## config.mk

```make
export PLATFORM = sky130hd
export DESIGN_NAME = pc_fetch_unit
export DESIGN_NICKNAME = d
export VERILOG_FILES = /design/src/rtl/pc_fetch_unit.sv
export SDC_FILE = /design/constraint.sdc
export NUM_CORES = 1
export LEC_CHECK = 0
export CAP_MARGIN = 20
export CORE_MARGIN = 5
export CORE_UTILIZATION = 65
export CTS_CLUSTER_DIAMETER = 100
export DETAILED_ROUTE_END_ITERATION = 8
export DONT_BUFFER_PORTS = 1
export PLACE_DENSITY_LB_ADDON = 0.15
export SYNTH_ARGS = -nofsm -noshare
export SYNTH_HDL_FRONTEND = slang
export SYNTH_SLANG_ARGS = --single-unit
export TNS_END_PERCENT = 5
```

## constraint.sdc

```tcl
create_clock -name clk -period 4.2 [get_ports clk]
set_clock_uncertainty 0.2 [all_clocks]
set_input_delay 0.21 -clock clk [delete_from_list [all_inputs] [get_ports clk]]
set_output_delay 0.21 -clock clk [all_outputs]
set_load 0.01 [all_outputs]
```

## src/rtl/pc_fetch_unit.sv

```systemverilog
// Program counter and instruction fetch for a variable-latency instruction memory.
// Each fetched word is presented to the Controller for one EXEC cycle; the PC advances at the end of it.
module pc_fetch_unit #(
  parameter logic [31:0] RESET_PC = 32'h0000_0000
) (
  input  logic        clk,
  input  logic        rst_n,
  input  logic [1:0]  PC_s,
  input  logic [31:0] R_Data_A,
  input  logic        halt,
  output logic        imem_req,
  output logic [31:0] imem_addr,
  input  logic        imem_ready,
  input  logic [31:0] imem_rdata,
  output logic [31:0] inst,
  output logic [5:0]  op,
  output logic [5:0]  func,
  output logic        inst_valid,
  output logic [31:0] PC,
  output logic [31:0] PC_plus4,
  output logic [31:0] retired
);

  typedef enum logic [1:0] {
    IDLE = 2'd0,
    REQ  = 2'd1,
    EXEC = 2'd2
  } state_t;

  state_t      r_state, w_state_nxt;
  logic [31:0] r_pc, r_inst, r_retired;
  logic [31:0] w_pc_plus4, w_branch_addr, w_jump_addr, w_jr_addr, w_next_pc;
  logic        w_fetch_done, w_exec;

  assign w_fetch_done = (r_state == REQ) && imem_ready;
  assign w_exec       = (r_state == EXEC);

  always_ff @(posedge clk or negedge rst_n) begin
    if (!rst_n) r_state <= IDLE;
    else        r_state <= w_state_nxt;
  end

  // halt only gates the start of a fetch; an outstanding request always completes
  always_comb begin
    w_state_nxt = r_state;
    case (r_state)
      IDLE:    w_state_nxt = halt ? IDLE : REQ;
      REQ:     w_state_nxt = imem_ready ? EXEC : REQ;
      EXEC:    w_state_nxt = halt ? IDLE : REQ;
      default: w_state_nxt = IDLE;
    endcase
  end

  assign w_pc_plus4    = r_pc + 32'd4;
  assign w_branch_addr = w_pc_plus4 + {{14{r_inst[15]}}, r_inst[15:0], 2'b00};
  assign w_jump_addr   = {w_pc_plus4[31:28], r_inst[25:0], 2'b00};
  assign w_jr_addr     = {R_Data_A[31:2], 2'b00};

  always_comb begin
    w_next_pc = w_pc_plus4;
    case (PC_s)
      2'b00: w_next_pc = w_pc_plus4;
      2'b01: w_next_pc = w_jr_addr;
      2'b10: w_next_pc = w_branch_addr;
      2'b11: w_next_pc = w_jump_addr;
      default: w_next_pc = w_pc_plus4;
    endcase
  end

  always_ff @(posedge clk or negedge rst_n) begin
    if (!rst_n) begin
      r_pc      <= RESET_PC;
      r_inst    <= 32'h0;
      r_retired <= 32'h0;
    end else begin
      if (w_fetch_done) r_inst <= imem_rdata;
      if (w_exec) begin
        r_pc      <= w_next_pc;
        r_retired <= r_retired + 32'd1;
      end
    end
  end

  assign imem_req   = (r_state == REQ);
  assign imem_addr  = r_pc;
  assign inst_valid = w_exec;
  assign inst       = r_inst;
  assign op         = r_inst[31:26];
  assign func       = r_inst[5:0];
  assign PC         = r_pc;
  assign PC_plus4   = w_pc_plus4;
  assign retired    = r_retired;

endmodule

```

==> results of run 1 <==
==> worst paths after layout <==
| check | end | start | cells past startpoint | slack [ns] |
|---|---|---|---|---|
| worst max-delay path | PC[31]$_DFFE_PN0P_ | PC[10]$_DFFE_PN0P_ | 14 | 0.13 |
| worst min-delay path | PC[25]$_DFFE_PN0P_ | PC_s[1] | 3 | 0.02 |
| worst max register to register | PC[31]$_DFFE_PN0P_ | PC[10]$_DFFE_PN0P_ | 14 | 0.13 |
| worst min register to register | retired[13]$_DFFE_PN0P_ | retired[13]$_DFFE_PN0P_ | 1 | 0.36 |
| max in group asynchronous | PC[27]$_DFFE_PN0P_ | rst_n | 2 | 3.23 |
| min in group asynchronous | inst[8]$_DFFE_PN0P_ | rst_n | 2 | 0.19 |
==> timing repair <==
action,CTS,global route
resized for setup,0,5
hold buffers,63,0
hold endpoints to repair,158,0
setup endpoints to repair,0,6
setup buffers,0,0
==> layer usage <==
layer / vias to the layer above / global-route usage, % / wire length [µm]
met5: - / 0 / 0
met4: 0 / 17.68 / 981
met3: 85 / 9.526 / 2375
met2: 466 / 55.40 / 10940
met1: 3084 / 41.95 / 8608
li1: 2805 / - / -
==> kinds of logic (layout without fill, tap and decap cells) <==
family / after synthesis / in the layout / share of synthesized area, %
AND/OR/NAND/NOR: 240 / 240 / 17.05
AO/OA/AOI/OAI: 152 / 152 / 14.38
flip-flops: 96 / 96 / 33.34
buffers and inverters: 94 / 148 / 7.468
XOR/XNOR: 75 / 75 / 9.118
multiplexers: 67 / 67 / 11.88
adder cells (fa/ha/maj): 38 / 38 / 6.704
other: 1 / 6 / 0.05205
==> through the flow <==
stage / power, mW / instances
6_report: 6.203 / 962
5_1_grt: 6.581 / 962
4_1_cts: 6.017 / 962
3_5_place_dp: 5.290 / 883
3_3_place_gp: 5.203 / 883
2_1_floorplan: 4.454 / 768
==> final cells by class <==
type | instances | area, µm²
Clock inverter | 5 | 47.55
Fill cell | 746 | 2646
Tap cell | 140 | 175.2
Inverter | 22 | 82.58
Multi-Input combinational cell | 578 | 4314
Sequential cell | 96 | 2402
Clock buffer | 11 | 151.4
Timing Repair Buffer | 110 | 1021
==> power by group <==
| group | leakage (nW) | total, mW | internal (mW) | switching (mW) |
|---|---|---|---|---|
| logic | 2.35 | 3.93 | 1.63 | 2.30 |
| registers | 1.20 | 1.64 | 1.18 | 0.464 |
| clock network | 0.103 | 0.630 | 0.259 | 0.371 |
==> flip-flops by register name, indices dropped and copies added, names as in the netlist <==
register	cells
inst	32
retired	32
PC	30
r_state	2
==> worst max-delay path, delay by kind of cell, from the launching register on <==
family | cells | cell delay (ns)
xor+xnor | 2 | 0.37
fa+ha+maj | 1 | 0.37
flops | 1 | 0.38
simple gates | 5 | 1.32
compound gates | 6 | 1.34
==> cell usage in the layout, fill, tap and decap left out, drive strengths merged, types with 3 or more instances in the layout <==
master	Yosys	layout
nand2b	5	5
nand4	15	15
xor2	20	20
a21o	11	11
xnor2	55	55
or3	4	4
buf	56	50
o31ai	7	7
mux2i	18	18
o21ai	25	25
nand4b	3	3
a21oi	36	36
o21a	9	9
inv	22	25
o22ai	10	10
a211oi	6	6
and3	16	16
nor2	46	46
and4	5	5
nor3	12	12
mux4	11	11
o211ai	4	4
nor2b	6	6
mux2	38	38
nor4	5	5
nand2	89	89
dfrtp	96	96
o21bai	3	3
ha	37	37
dlygate4sd3	0	60
clkbuf	16	11
a31oi	10	10
o221ai	4	4
conb	1	6
nand3	30	30
==> flow_summary.yaml, run 1 <==
logic_synthesis:
  ys.flop_type: "dfrtp_1"
  syn_avg_cell_area_um2: 9.442
  synth.largest_area_cell: "dfrtp_1"
  synth.most_common_cell: "dfrtp_1"
  postSynthCellCount: 763
  ys_ff_latch: 96
  ys_top_cells_by_count: "dfrtp_1 (96), nand2_1 (88), xnor2_1 (55), buf_4 (49), nor2_1 (46)"
  synth.top_cell.area_share_pct: 33.34
  synth_seq_area_share_pct: 33.34
  async_reset_ff_share_pct: 100.0
  syn_area_um2: 7204
  synth-edff-count: 0
  synth_area_leaders: "dfrtp_1 (33%), xnor2_1 (6.7%), ha_1 (6.4%), mux2_2 (5.9%), buf_4 (5.1%)"
  yosysWarnings: 0
  synth_cell_type_count: 70
critical_path:
  crit_slowest_cell: "nor4_4"
  max_stage_delay_ns: 0.48
  cp-end-kind: "flop"
  start_kind: "flop"
  crit_type: "flop to flop"
  cp_max_fo: 8
  arrival_ns: 4.17
  cp.required_ns: 4.29
  crit_chain: "and4_1 -> nand2_1 -> nor4_4 -> nand3_1 -> xnor2_1 -> ha_1 -> a21oi_1 -> o21a_1 -> o31ai_1 -> a221o_1 -> a21oi_1 -> xnor2_1 -> and3_1 -> a2111oi_4"
floorplan:
  initial_core_util_pct: 66.46
  core_area_um2: 10840
  dieArea_um2: 13290
  io_pins: 244
  die_x_um: 115.3
  rows: 38
  die_h_um: 115.3
clock_tree:
  root_buffer: "clkbuf_8"
  cts.reportedPaths.clkPinSlew_ns: 0.11
  cts_buffers: 9
  cts_sinks: 96
  h-tree-depth: 3
  tritoncts: "done"
  worstSkewPairLatency_ns: 0.39
  cts_buffer_depth: 2
timing:
  setup_viol: 0
  tns_ns: 0
  slew_headroom_pct: 52.35
  finalCriticalPeriod_ns: 4.075
  fin_crit_sh_pct: 97.01
  whs_ns: 0.01881
  fmax_mhz: 245.4
  worstMarginPinSlew_ns: 0.7093
  slew_viol_final: 0
  setup_slack_ns: 0.1254
  rsz0062_at_grt: "yes"
  hold_viol_final: 0
pwr:
  p_per_area_nw_per_um2: 757.0
  ir_drop_mv: 0.5059
  p_leak_nw: 3.649
grt:
  antenna_found_initial: 0
  grt_overflow_total: 0
  grt_usage_pct: 34.27
  grt_max_degree: 97
  grt_pass1_wl_mm: 35.31
  grt_pass1_vias: 6597
cells_and_area:
  fin_util_pct: 75.59
  fin_area_um2: 8194
  fin_nets: 925
  drive_above_1_share_pct: 16.42
  n_antenna_cell: 0
  area_growth_syn_to_layout_pct: 13.74
placement:
  gp_congestion: 0.9404
  dp_hpwl_mm: 15.67
  dpl_worst_slack_ns: 0.2268
  port_buffers: 0
  place_area_um2: 7296
drt:
  ant_nets: 0
  drc_errors: 0
  vias: 6440
  drt_iter0_markers: 536
  dr.pass1.iters: 5
  viasPerCell: 6.694
  post_drt_wl_per_cell_um: 23.81
  drt_wl_total_mm: 22.90
worst_hold_path:
  hp-class: "input pin to flop"
job:
  cap_violations: 0
status:
  status: "finished clean"
(Power assumes the default switching activity.)
==> run 2, diff against run 1 <==
- ABC_AREA: default -> 1
==> flow_summary.yaml, run 2 <==
status:
  status: "finished clean"
critical_path:
  crit_slowest_cell: "dfrtp_1"
  max_stage_delay_ns: 0.54
  cp-end-kind: "flop"
  cp_max_fo: 5
  critPathLaunch: "PC[3]$_DFFE_PN0P_"
  r2r_cells: 20
  cp.required_ns: 4.25
  ff2ff_setup_slack_ns: 0.40
  worstReg2RegStart: "PC[3]$_DFFE_PN0P_"
  worst-path-buf-inv: 2
  crit_family: "simple AND/OR/NAND/NOR gates"
  crit_type: "flop to flop"
  r2r-end: "PC[22]$_DFFE_PN0P_"
  endpoint: "PC[22]$_DFFE_PN0P_"
  start_kind: "flop"
  arrival_ns: 3.85
  crit_cells: 20
  crit_chain: "ha_1 -> nand3_2 -> nor3_4 -> nand2_4 -> nor2_4 -> nand2_1 -> xor2_1 -> inv_1 -> ha_1 -> nand2_1 -> nor2_1 -> inv_1 -> nor2_1 -> nand3_1 -> nand3_1 -> nand2_1 -> nand3_1 -> nand2_1 -> nand3_1 -> nand2_1"
  crit_top_cell: "nand2_1"
logic_synthesis:
  synth_cell_type_count: 51
  synth_area_leaders: "dfrtp_1 (29%), nand2_1 (21%), inv_1 (7.2%), ha_1 (5.6%), buf_4 (4.4%)"
  ys_ff_latch: 96
  synth.most_common_cell: "nand2_1"
  yosysWarnings: 0
  async_reset_ff_share_pct: 100.0
  syn_area_um2: 8282
  postSynthCellCount: 1256
  synth-edff-count: 0
  ys.flop_type: "dfrtp_1"
  syn_avg_cell_area_um2: 6.594
  synth.largest_area_cell: "dfrtp_1"
  ys_top_cells_by_count: "nand2_1 (467), inv_1 (158), dfrtp_1 (96), nor2_1 (91), nand3_1 (70)"
  synth.top_cell.area_share_pct: 29.01
  synth_seq_area_share_pct: 29.01
cells_and_area:
  final_cell_mix: "nand2_1 (467), inv_1 (158), dfrtp_1 (96)"
  fin_nets: 1381
  multi_input_area_um2: 4810
  layout.cells.non_filler: 1450
  fillers: 1027
  drive_above_1_share_pct: 6.808
  regArea_um2: 2402
  n_antenna_cell: 0
  area_growth_syn_to_layout_pct: 9.458
  final_common_cell: "nand2_1"
floorplan:
  io_pins: 244
  die_x_um: 122.9
  dieArea_um2: 15100
  rows: 41
  initial_core_util_pct: 65.89
  core_area_um2: 12570
  die_h_um: 122.9
grt:
  grt_pass1_wl_mm: 42.62
  grt_usage_pct: 37.53
  grt_max_degree: 97
  grt_overflow_total: 0
  antenna_found_initial: 1
  grt_pass1_vias: 7740
drt:
  drt_iter0_markers: 1044
  drt_wl_total_mm: 28.53
  post_drt_wl_per_cell_um: 19.68
  viasPerCell: 5.794
  ant_nets: 0
  dr.pass1.iters: 7
  drc_errors: 0
  vias: 8401
clock_tree:
  cts_buffers: 9
  cts.reportedPaths.clkPinSlew_ns: 0.07
  root_buffer: "clkbuf_16"
  ctsResizeCount: 0
  h-tree-depth: 3
  cts_buffer_depth: 2
  tritoncts: "done"
  cts_sinks: 96
  cts_setup_buffers: 0
  worstSkewPairLatency_ns: 0.36
pwr:
  design_power_total_mw: 6.003
  p_leak_nw: 4.859
  ir_drop_mv: 0.5558
  p_per_area_nw_per_um2: 662.2
placement:
  gp_congestion: 0.9996
  dp_hpwl_mm: 21.36
  place_inst: 1379
  port_buffers: 0
worst_hold_path:
  hp-class: "input pin to flop"
  holdPathStages: 4
timing:
  hold_viol_final: 0
  finalCriticalPeriod_ns: 3.802
  setup_viol: 0
  fmax_mhz: 263.0
  tns_ns: 0
  worstMarginPinSlew_ns: 0.8943
  slew_viol_final: 0
  fin_crit_sh_pct: 90.53
  rsz0062_at_grt: "no"
  slew_headroom_pct: 40.38
job:
  cap_violations: 0
-- run 2: final cells by class --
cell class / instances / area share (%)
repair buffers: 73 / 7.950
well taps: 172 / 2.374
multi-input cells: 926 / 53.06
flip-flops and latches: 96 / 26.50
inverters: 167 / 6.929
clock buffers: 10 / 2.636
clock inverters: 6 / 0.5521
-- run 2: logic make-up after synthesis --
logic type | Yosys count | share of synthesized area (%)
xor gates and xnor gates | 52 | 5.499
other | 1 | 0.04528
adders and majority gates | 38 | 5.832
AOI/OAI and AO/OA | 117 | 8.687
and+or+nand+nor | 713 | 37.72
buffers and inverters | 239 | 13.20
DFF | 96 | 29.01
-- run 2: worst min-delay path by stage --
stage	start	endpoint
finish	R_Data_A[11]	PC[11]$_DFFE_PN0P_
global route	R_Data_A[8]	PC[8]$_DFFE_PN0P_
CTS	R_Data_A[23]	PC[23]$_DFFE_PN0P_
detailed placement	rst_n	inst[15]$_DFFE_PN0P_
global placement	rst_n	inst[15]$_DFFE_PN0P_
floorplan	rst_n	PC[10]$_DFFE_PN0P_
-- run 2: repair_timing --
| item | CTS | global route |
|---|---|---|
| setup endpoints to repair | 0 | 0 |
| endpoints found under the hold margin | 146 | 0 |
| hold buffers | 54 | 0 |
-- run 2: worst min-delay path, delay by kind of cell --
kind               cells  cell delay (ns)
AOI/OAI and AO/OA      3             0.28
and+or+nand+nor        1             0.06
-- run 2: through the flow --
step / setup WS [ns] / instance area, µm² / hold WS (ns) / utilization [%]
after floorplan: 1.066 / 8300 / -0.2856 / -
after global placement: 0.5229 / 8190 / -0.2798 / 65.17
after detailed placement: 0.4599 / 8190 / -0.2795 / 65.17
after CTS: 0.4488 / 9037 / 0.005059 / 71.91
after global routing: 0.08670 / 9065 / 0.03121 / 72.13
final: 0.3977 / 9065 / 0.01458 / 72.13
-- run 2: power by group --
part | switching, mW | total (mW) | internal, mW
combinational | 2.20 | 3.26 | 1.05
sequential | 0.734 | 1.90 | 1.17
clock | 0.414 | 0.842 | 0.428
-- run 2: per-layer routing --
| metal | GRT usage (%) | share of wire [%] | routed length (µm) |
|---|---|---|---|
| met1 | 48.81 | 38 | 10920 |
| met2 | 55.59 | 43 | 12260 |
| met3 | 12.58 | 13 | 3843 |
| met4 | 19.10 | 5.2 | 1483 |
| met5 | 0 | 0.046 | 13 |
